[src/rtl/sort_unloader_if.sv]
// -----------------------------------------------------------------------------
// sort_unloader_if
//   Groups the signals between the bitonic sorter, the unloader and the narrow
//   downstream consumer.
//   Sort side   : y_valid, y (N lanes, lane 0 in the LSBs), in_ready
//   Stream side : m_data, m_valid, m_ready, m_last, m_index
//   master : the unloader (drives in_ready and the m_* outputs)
//   slave  : the environment (drives y_valid, y and m_ready)
//   m_index is at least 1 bit wide so that N=1 still gives a legal port; it
//   stays 0 in that case.
// -----------------------------------------------------------------------------
interface sort_unloader_if #(
   parameter int LOG_INPUT  = 5,
   parameter int DATA_WIDTH = 32
);
   localparam int N  = 1 << LOG_INPUT;
   localparam int IW = (LOG_INPUT > 0) ? LOG_INPUT : 1;

   logic                    y_valid;
   logic [DATA_WIDTH*N-1:0] y;
   logic                    in_ready;
   logic [DATA_WIDTH-1:0]   m_data;
   logic                    m_valid;
   logic                    m_ready;
   logic                    m_last;
   logic [IW-1:0]           m_index;

   modport master (
      input  y_valid, y, m_ready,
      output in_ready, m_data, m_valid, m_last, m_index
   );

   modport slave (
      output y_valid, y, m_ready,
      input  in_ready, m_data, m_valid, m_last, m_index
   );
endinterface

[src/rtl/sort_unloader.sv]
// -----------------------------------------------------------------------------
// sort_unloader
//   Drains the parallel sorted vector of the bitonic sort network one word per
//   valid/ready handshake, lane 0 first, and flags vectors that arrive while a
//   previous one is still draining (they are dropped).
// Ports
//   clk         system clock, rising edge
//   rst         asynchronous active-high reset
//   bus         sort_unloader_if.master (y_valid, y, in_ready, m_data,
//               m_valid, m_ready, m_last, m_index)
//   ovf_clr_i   synchronous clear of the sticky overflow flag
//   overflow_o  sticky: a sorted vector was dropped
// Parameters
//   LOG_INPUT    log2 of lane count N
//   DATA_WIDTH   bits per lane
//   EDGE_CAPTURE 0: capture on every y_valid&in_ready; 1: only on a y_valid rise
// -----------------------------------------------------------------------------
module sort_unloader #(
   parameter int LOG_INPUT    = 5,
   parameter int DATA_WIDTH   = 32,
   parameter int EDGE_CAPTURE = 0
) (
   input  logic             clk,
   input  logic             rst,
   sort_unloader_if.master  bus,
   input  logic             ovf_clr_i,
   output logic             overflow_o
);
   localparam int N  = 1 << LOG_INPUT;
   localparam int IW = (LOG_INPUT > 0) ? LOG_INPUT : 1;

   typedef enum logic {IDLE, STREAM} state_t;

   state_t                state_q, state_d;
   logic [IW-1:0]         idx_q, idx_d;
   logic [DATA_WIDTH-1:0] lane_q [N];
   logic                  y_valid_q;
   logic                  overflow_q, overflow_d;

   logic at_last;
   logic edge_ok;
   logic cap;
   logic ovf_ev;
   logic hs;
   logic load;

   // With N=1 idx never moves, so every word is the last one.
   assign at_last = (idx_q == IW'(N - 1));

   // Edge mode treats the cycle right after reset as an edge (y_valid_q=0).
   assign edge_ok = (EDGE_CAPTURE != 0) ? ~y_valid_q : 1'b1;

   // in_ready opens on the final handshake so a new vector follows with no bubble.
   assign bus.in_ready = (state_q == IDLE) |
                         ((state_q == STREAM) & at_last & bus.m_ready);

   assign cap        = bus.y_valid & bus.in_ready & edge_ok;
   assign ovf_ev     = bus.y_valid & ~bus.in_ready & edge_ok;
   assign hs         = bus.m_valid & bus.m_ready;
   assign overflow_o = overflow_q;

   always_comb begin
      state_d    = state_q;
      idx_d      = idx_q;
      load       = 1'b0;
      overflow_d = overflow_q;

      case (state_q)
         IDLE: begin
            if (cap) begin
               load    = 1'b1;
               idx_d   = '0;
               state_d = STREAM;
            end
         end
         STREAM: begin
            if (hs) begin
               if (!at_last) begin
                  idx_d = idx_q + IW'(1);
               end else if (cap) begin
                  load  = 1'b1;
                  idx_d = '0;
               end else begin
                  state_d = IDLE;
               end
            end
         end
         default: state_d = IDLE;
      endcase

      // A new drop wins over a simultaneous clear.
      if (ovf_ev) begin
         overflow_d = 1'b1;
      end else if (ovf_clr_i) begin
         overflow_d = 1'b0;
      end
   end

   always_comb begin
      bus.m_valid = (state_q == STREAM);
      bus.m_data  = '0;
      bus.m_index = '0;
      bus.m_last  = 1'b0;
      if (state_q == STREAM) begin
         bus.m_data  = lane_q[idx_q];
         bus.m_index = idx_q;
         bus.m_last  = at_last;
      end
   end

   always_ff @(posedge clk or posedge rst) begin
      if (rst) begin
         state_q    <= IDLE;
         idx_q      <= '0;
         y_valid_q  <= 1'b0;
         overflow_q <= 1'b0;
         for (int i = 0; i < N; i++) begin
            lane_q[i] <= '0;
         end
      end else begin
         state_q    <= state_d;
         idx_q      <= idx_d;
         y_valid_q  <= bus.y_valid;
         overflow_q <= overflow_d;
         if (load) begin
            for (int i = 0; i < N; i++) begin
               lane_q[i] <= bus.y[i*DATA_WIDTH +: DATA_WIDTH];
            end
         end
      end
   end
endmodule

[src/flat_wrapper.sv]
// flat-port wrapper written by rule: the top's interface ports become plain ports
module sort_unloader_flat 
#(
   parameter int LOG_INPUT    = 5,
   parameter int DATA_WIDTH   = 32,
   parameter int EDGE_CAPTURE = 0
)
  (clk, rst, ovf_clr_i, overflow_o, bus_y_valid, bus_y, bus_m_ready, bus_in_ready, bus_m_data, bus_m_valid, bus_m_last, bus_m_index);
  sort_unloader_if #(.LOG_INPUT(LOG_INPUT), .DATA_WIDTH(DATA_WIDTH)) bus_i ();
  input  logic clk;
  input  logic rst;
  input  logic ovf_clr_i;
  output logic overflow_o;
  input wire logic [$bits(bus_i.y_valid)-1:0] bus_y_valid;
  input wire logic [$bits(bus_i.y)-1:0] bus_y;
  input wire logic [$bits(bus_i.m_ready)-1:0] bus_m_ready;
  output wire logic [$bits(bus_i.in_ready)-1:0] bus_in_ready;
  output wire logic [$bits(bus_i.m_data)-1:0] bus_m_data;
  output wire logic [$bits(bus_i.m_valid)-1:0] bus_m_valid;
  output wire logic [$bits(bus_i.m_last)-1:0] bus_m_last;
  output wire logic [$bits(bus_i.m_index)-1:0] bus_m_index;
  assign bus_i.y_valid = bus_y_valid;
  assign bus_i.y = bus_y;
  assign bus_i.m_ready = bus_m_ready;
  assign bus_in_ready = bus_i.in_ready;
  assign bus_m_data = bus_i.m_data;
  assign bus_m_valid = bus_i.m_valid;
  assign bus_m_last = bus_i.m_last;
  assign bus_m_index = bus_i.m_index;
  sort_unloader #(.LOG_INPUT(LOG_INPUT), .DATA_WIDTH(DATA_WIDTH), .EDGE_CAPTURE(EDGE_CAPTURE)) u_core (.clk(clk), .rst(rst), .bus(bus_i), .ovf_clr_i(ovf_clr_i), .overflow_o(overflow_o));
endmodule
[config.mk]
export PLATFORM = sky130hd
export DESIGN_NAME = sort_unloader_flat
export DESIGN_NICKNAME = d
export VERILOG_FILES = /design/src/rtl/sort_unloader_if.sv /design/src/rtl/sort_unloader.sv /design/src/flat_wrapper.sv
export SDC_FILE = /design/constraint.sdc
export NUM_CORES = 2
export LEC_CHECK = 0
export ABC_CLOCK_PERIOD_IN_PS = 52100
export BUFFER_PORTS_ARGS = -buffer_cell sky130_fd_sc_hd__buf_2
export CAP_MARGIN = 10
export CORE_AREA = 5 5 413 415
export CTS_CLUSTER_SIZE = 30
export DETAILED_ROUTE_END_ITERATION = 16
export DIE_AREA = 0 0 418 420
export PLACE_DENSITY = 0.52
export SYNTH_ARGS = -nofsm -noshare
export SYNTH_HDL_FRONTEND = slang
export SYNTH_SLANG_ARGS = --single-unit
[constraint.sdc]
create_clock -name clk -period 52.1 [get_ports clk]
set_input_delay 10.42 -clock clk [delete_from_list [all_inputs] [get_ports clk]]
set_output_delay 10.42 -clock clk [all_outputs]
set_load 0.005 [all_outputs]
[After elaboration in Yosys (flattened, before gate mapping)]
Cells that the tools add are included.
Word-level totals
  flip-flop bits (word level): 1031
  word-level logic and storage cells: 68
Cells by class
  add/subtract/negate cells: 1
  bitwise logic cells: 9
  muxes and demuxes: 19
  magnitude comparators: 1
  eq/ne operators: 2
  reduce and logical (&&, ||, !) cells: 1
Operators by type and width (count)
  32-bit binary-select mux with 5-bit select: 1
  32-bit 2-to-1 mux: 3
  5-bit 2-to-1 mux: 4
  5-bit one-hot mux with 2 select lines: 1
  1-bit 2-to-1 mux: 8
  6-bit >= comparator, second input constant: 1
  5-bit NOT with 6-bit output: 1
  5-bit by 1-bit adder with 5-bit output, second input constant: 1
  1-bit bitwise AND: 5
  5-bit equality test, second input constant: 1
  1-bit one-hot mux with 2 select lines: 2
  2-bit != test, second input constant: 1
  1-bit NOT: 2
  2-bit nonzero test: 1
  1-bit bitwise OR: 1

[Logic depth before layout (Yosys ltp)]
  word-level depth: 9
  depth in mapped cells: 14
  mapped depth without buffers: 7

[Worst setup path before layout]
Ideal clock, no wire load.
  kind: in2out
  start point: in bus_m_ready
  end point: out bus_in_ready
  stages on the path: 2
  slack: 31.097 ns
  required time: 41.680 ns
  arrival: 10.583 ns
  path through: nand2_1 -> nand2_1
On the way
  cells in the longest elaborated chain, start to end: 2
Ends and longest elaborated chain
  from (decl): line flat_wrapper.sv:16  | input wire logic [$bits(bus_i.m_ready)-1:0] bus_m_ready;
  1-bit bitwise AND: line sort_unloader.sv:55  | ((state_q == STREAM) & at_last & bus.m_ready);
  1-bit bitwise OR: line sort_unloader.sv:54  | assign bus.in_ready = (state_q == IDLE) |
  to (decl): line flat_wrapper.sv:17  | output wire logic [$bits(bus_i.in_ready)-1:0] bus_in_ready;
Every way passes these cells.

[Worst setup path after layout]
Ends and elaborated chain as after synthesis.

==> results.tsv <==
metric	value	unit
ir_worst_vdd	28.92	uV
insertion_delay	770	ps
tns	0	ps
core_area	0.1663	sq mm
worstMarginPinSlew	1203	ps
die_h	420	um
fin_area	0.05834	sq mm
synthXorXnorAreaFrac	0	%
fillCellCount	16510	
route.vias.total	31420	
period_minus_slack	21690	ps
synth_nets	4071	
period_share	41.62	%
wl	190000	um
max_slew_margin	19.79	%
finalClockSkew	57.64	ps
postPlaceCellArea	0.05402	sq mm
drv_cap	0	
fin_util	35.08	%
startpoint	bus_m_ready	
cp-end-kind	output port	
detail-route-antenna-nets	0	
firstDrtPassIters	5	
synthSimpleGateAreaFrac	0.7853	%
grt_max_degree	202	
cp_data_required_time	41680	ps
cts_resized	0	
clock_path_buffers	3	
initial_core_util	28.07	%
finalSetupViolations	0	
rsz0062_at_grt	false	
synthesis.area	0.04668	sq mm
cts_tree	built	
dp_hpwl	144100	um
wire_per_inst	29.34	um
cellPowerDensity	45.97	mW/mm^2
die-area	0.1756	sq mm
drive_gt1_share	62.46	%
port_buffers	1069	
fmax	0.04611	GHz
hold_viol	0	
arrival	11270	ps
hold_path_class	reg2reg	
synth.distinct_cells	34	
leakagePower	26.94	nW
critPathMaxFanout	8	
postCtsSetupBuffers	0	
h-tree-depth	3	
syn_area_per_cell	15.36	sq um
rrSetupSlack	45620	ps
clock-sinks	1031	
synth_compound_area_share	4.235	%
grt_pass1_wl	257800	um
ios	1070	
via_per_inst	4.852	
numCtsBuffers	120	
synth_largest_area_cell	dfrtp_1	
cts_root_buffer	clkbuf_16	
dr.first_iter.drc_count	1995	
hp-start	u_core.lane_q[262]	
grt_usage	20.89	%
fin_cells	6475	
reg2reg_from	u_core.idx_q[1]	
grt_pass1_vias	32610	
drc	0	
dpl.cell_count	6153	
yosys_warnings	0	
synth_fa_ha_area_share	0.05361	%
status	complete, no violations	
synth.top_cell.area_share	55.27	%
ys_seq_elements	1031	
synth_top_family_by_area	multiplexers	
ys_seq_area_share	55.27	%
slew_viol_final	0	
antenna_found_initial	225	
area_delta_synth_final	24.98	%
cts_hold_buf	0	
netlist_top_cells_area	dfrtp_1 (55%), mux2_2 (28%), mux4_2 (4.7%)	
nets	5102	
clk_pin_slew	60	ps
synthCells	3040	
gp_congestion	0.8586	
crit_type	in2out	
die_x	418	um
overflow	0	
num_rows	150	
synthMuxAreaShare	36.59	%
start_kind	primary input	
[sequential cells by signal, indices dropped and copies added, names as in the netlist]
register / count
u_core.lane_q: 1024
u_core.idx_q: 5
u_core.bus.m_valid: 1
u_core.overflow_o: 1
[through the flow]
stage          power [mW]  hold slack [ps]  setup WS [ps]
2_1_floorplan       1.466            473.6          12670
3_3_place_gp        1.840            480.8          30320
3_5_place_dp        1.848            487.3          30360
4_1_cts             2.733            500.8          30360
5_1_grt             2.802            508.0          30360
6_report            2.682            497.5          30410
[path summary, 6_finish.rpt]
| check | endpoint | cells past startpoint |
|---|---|---|
| setup / recovery | bus_in_ready | 4 |
| hold / removal | u_core.lane_q[262] | 1 |
| setup reg to reg | u_core.lane_q[838] | 12 |
| hold reg to reg | u_core.lane_q[262] | 1 |
| max in group asynchronous | u_core.lane_q[774] | 6 |
| min in group asynchronous | u_core.lane_q[656] | 2 |
[final cells by class]
type / count / area, sq um / area share (%)
diodes: 102 / 255.2 / 0.4375
clock buffers: 184 / 3545 / 6.076
clock inverters: 36 / 524.3 / 0.8986
inverters: 7 / 33.78 / 0.05791
multi-input cells: 1775 / 19510 / 33.45
flip-flops and latches: 1031 / 25810 / 44.24
well taps: 2204 / 2758 / 4.727
repair buffers: 1136 / 5903 / 10.12
[cell families after synthesis]
logic type | count (synthesis)
muxes | 1441
DFF | 1031
buffers and inverters | 234
adders and majority gates | 2
and+or+nand+nor | 64
AOI/OAI and AO/OA | 268
[critical path, stage by stage]
cell	delay, ps
buf_2	210
nand2_1	130
nand2_1	240
buf_2	260
[cells in the mapped netlist (all sizes together)]
cell type	n
a21oi	4
a221oi	64
a22o	3
a22oi	31
and2	6
and3	1
buf	184
clkbuf	43
dfrtp	1031
ha	2
inv	7
mux2	1153
mux2i	191
mux4	97
nand2	7
nand2b	3
nand3	4
nand3b	1
nand4	1
nor2	4
nor3	35
nor4	1
o211ai	31
o21ai	7
o22ai	128
or2	1
[cells in the final DEF (no fill, tap or decap), drive strengths merged, types with 6 or more instances in the layout]
master	Yosys	layout
o211ai	31	31
o21ai	7	7
inv	7	11
a22oi	31	31
nor3	35	35
clkinv	0	21
and2	6	6
bufinv	0	10
buf	184	1136
clkbuf	43	184
o22ai	128	128
diode	0	102
a221oi	64	64
mux2i	191	191
mux2	1153	1153
nand2	7	7
mux4	97	97
dfrtp	1031	1031
[metal layers]
metal	global-route usage (%)	vias to the layer above	routed length [um]
met1	24.96	16230	73800
met5	0	-	419
met4	7.773	64	6734
li1	-	13650	-
met2	35.70	1051	95600
met3	6.101	431	13430
[power breakdown]
group,switching (mW),internal (mW),leakage [nW]
combinational,0.478,0.365,12.2
sequential,0.0688,0.896,12.8
clock,0.358,0.516,2.00
total,0.905,1.78,26.9
(Power assumes the default switching activity.)
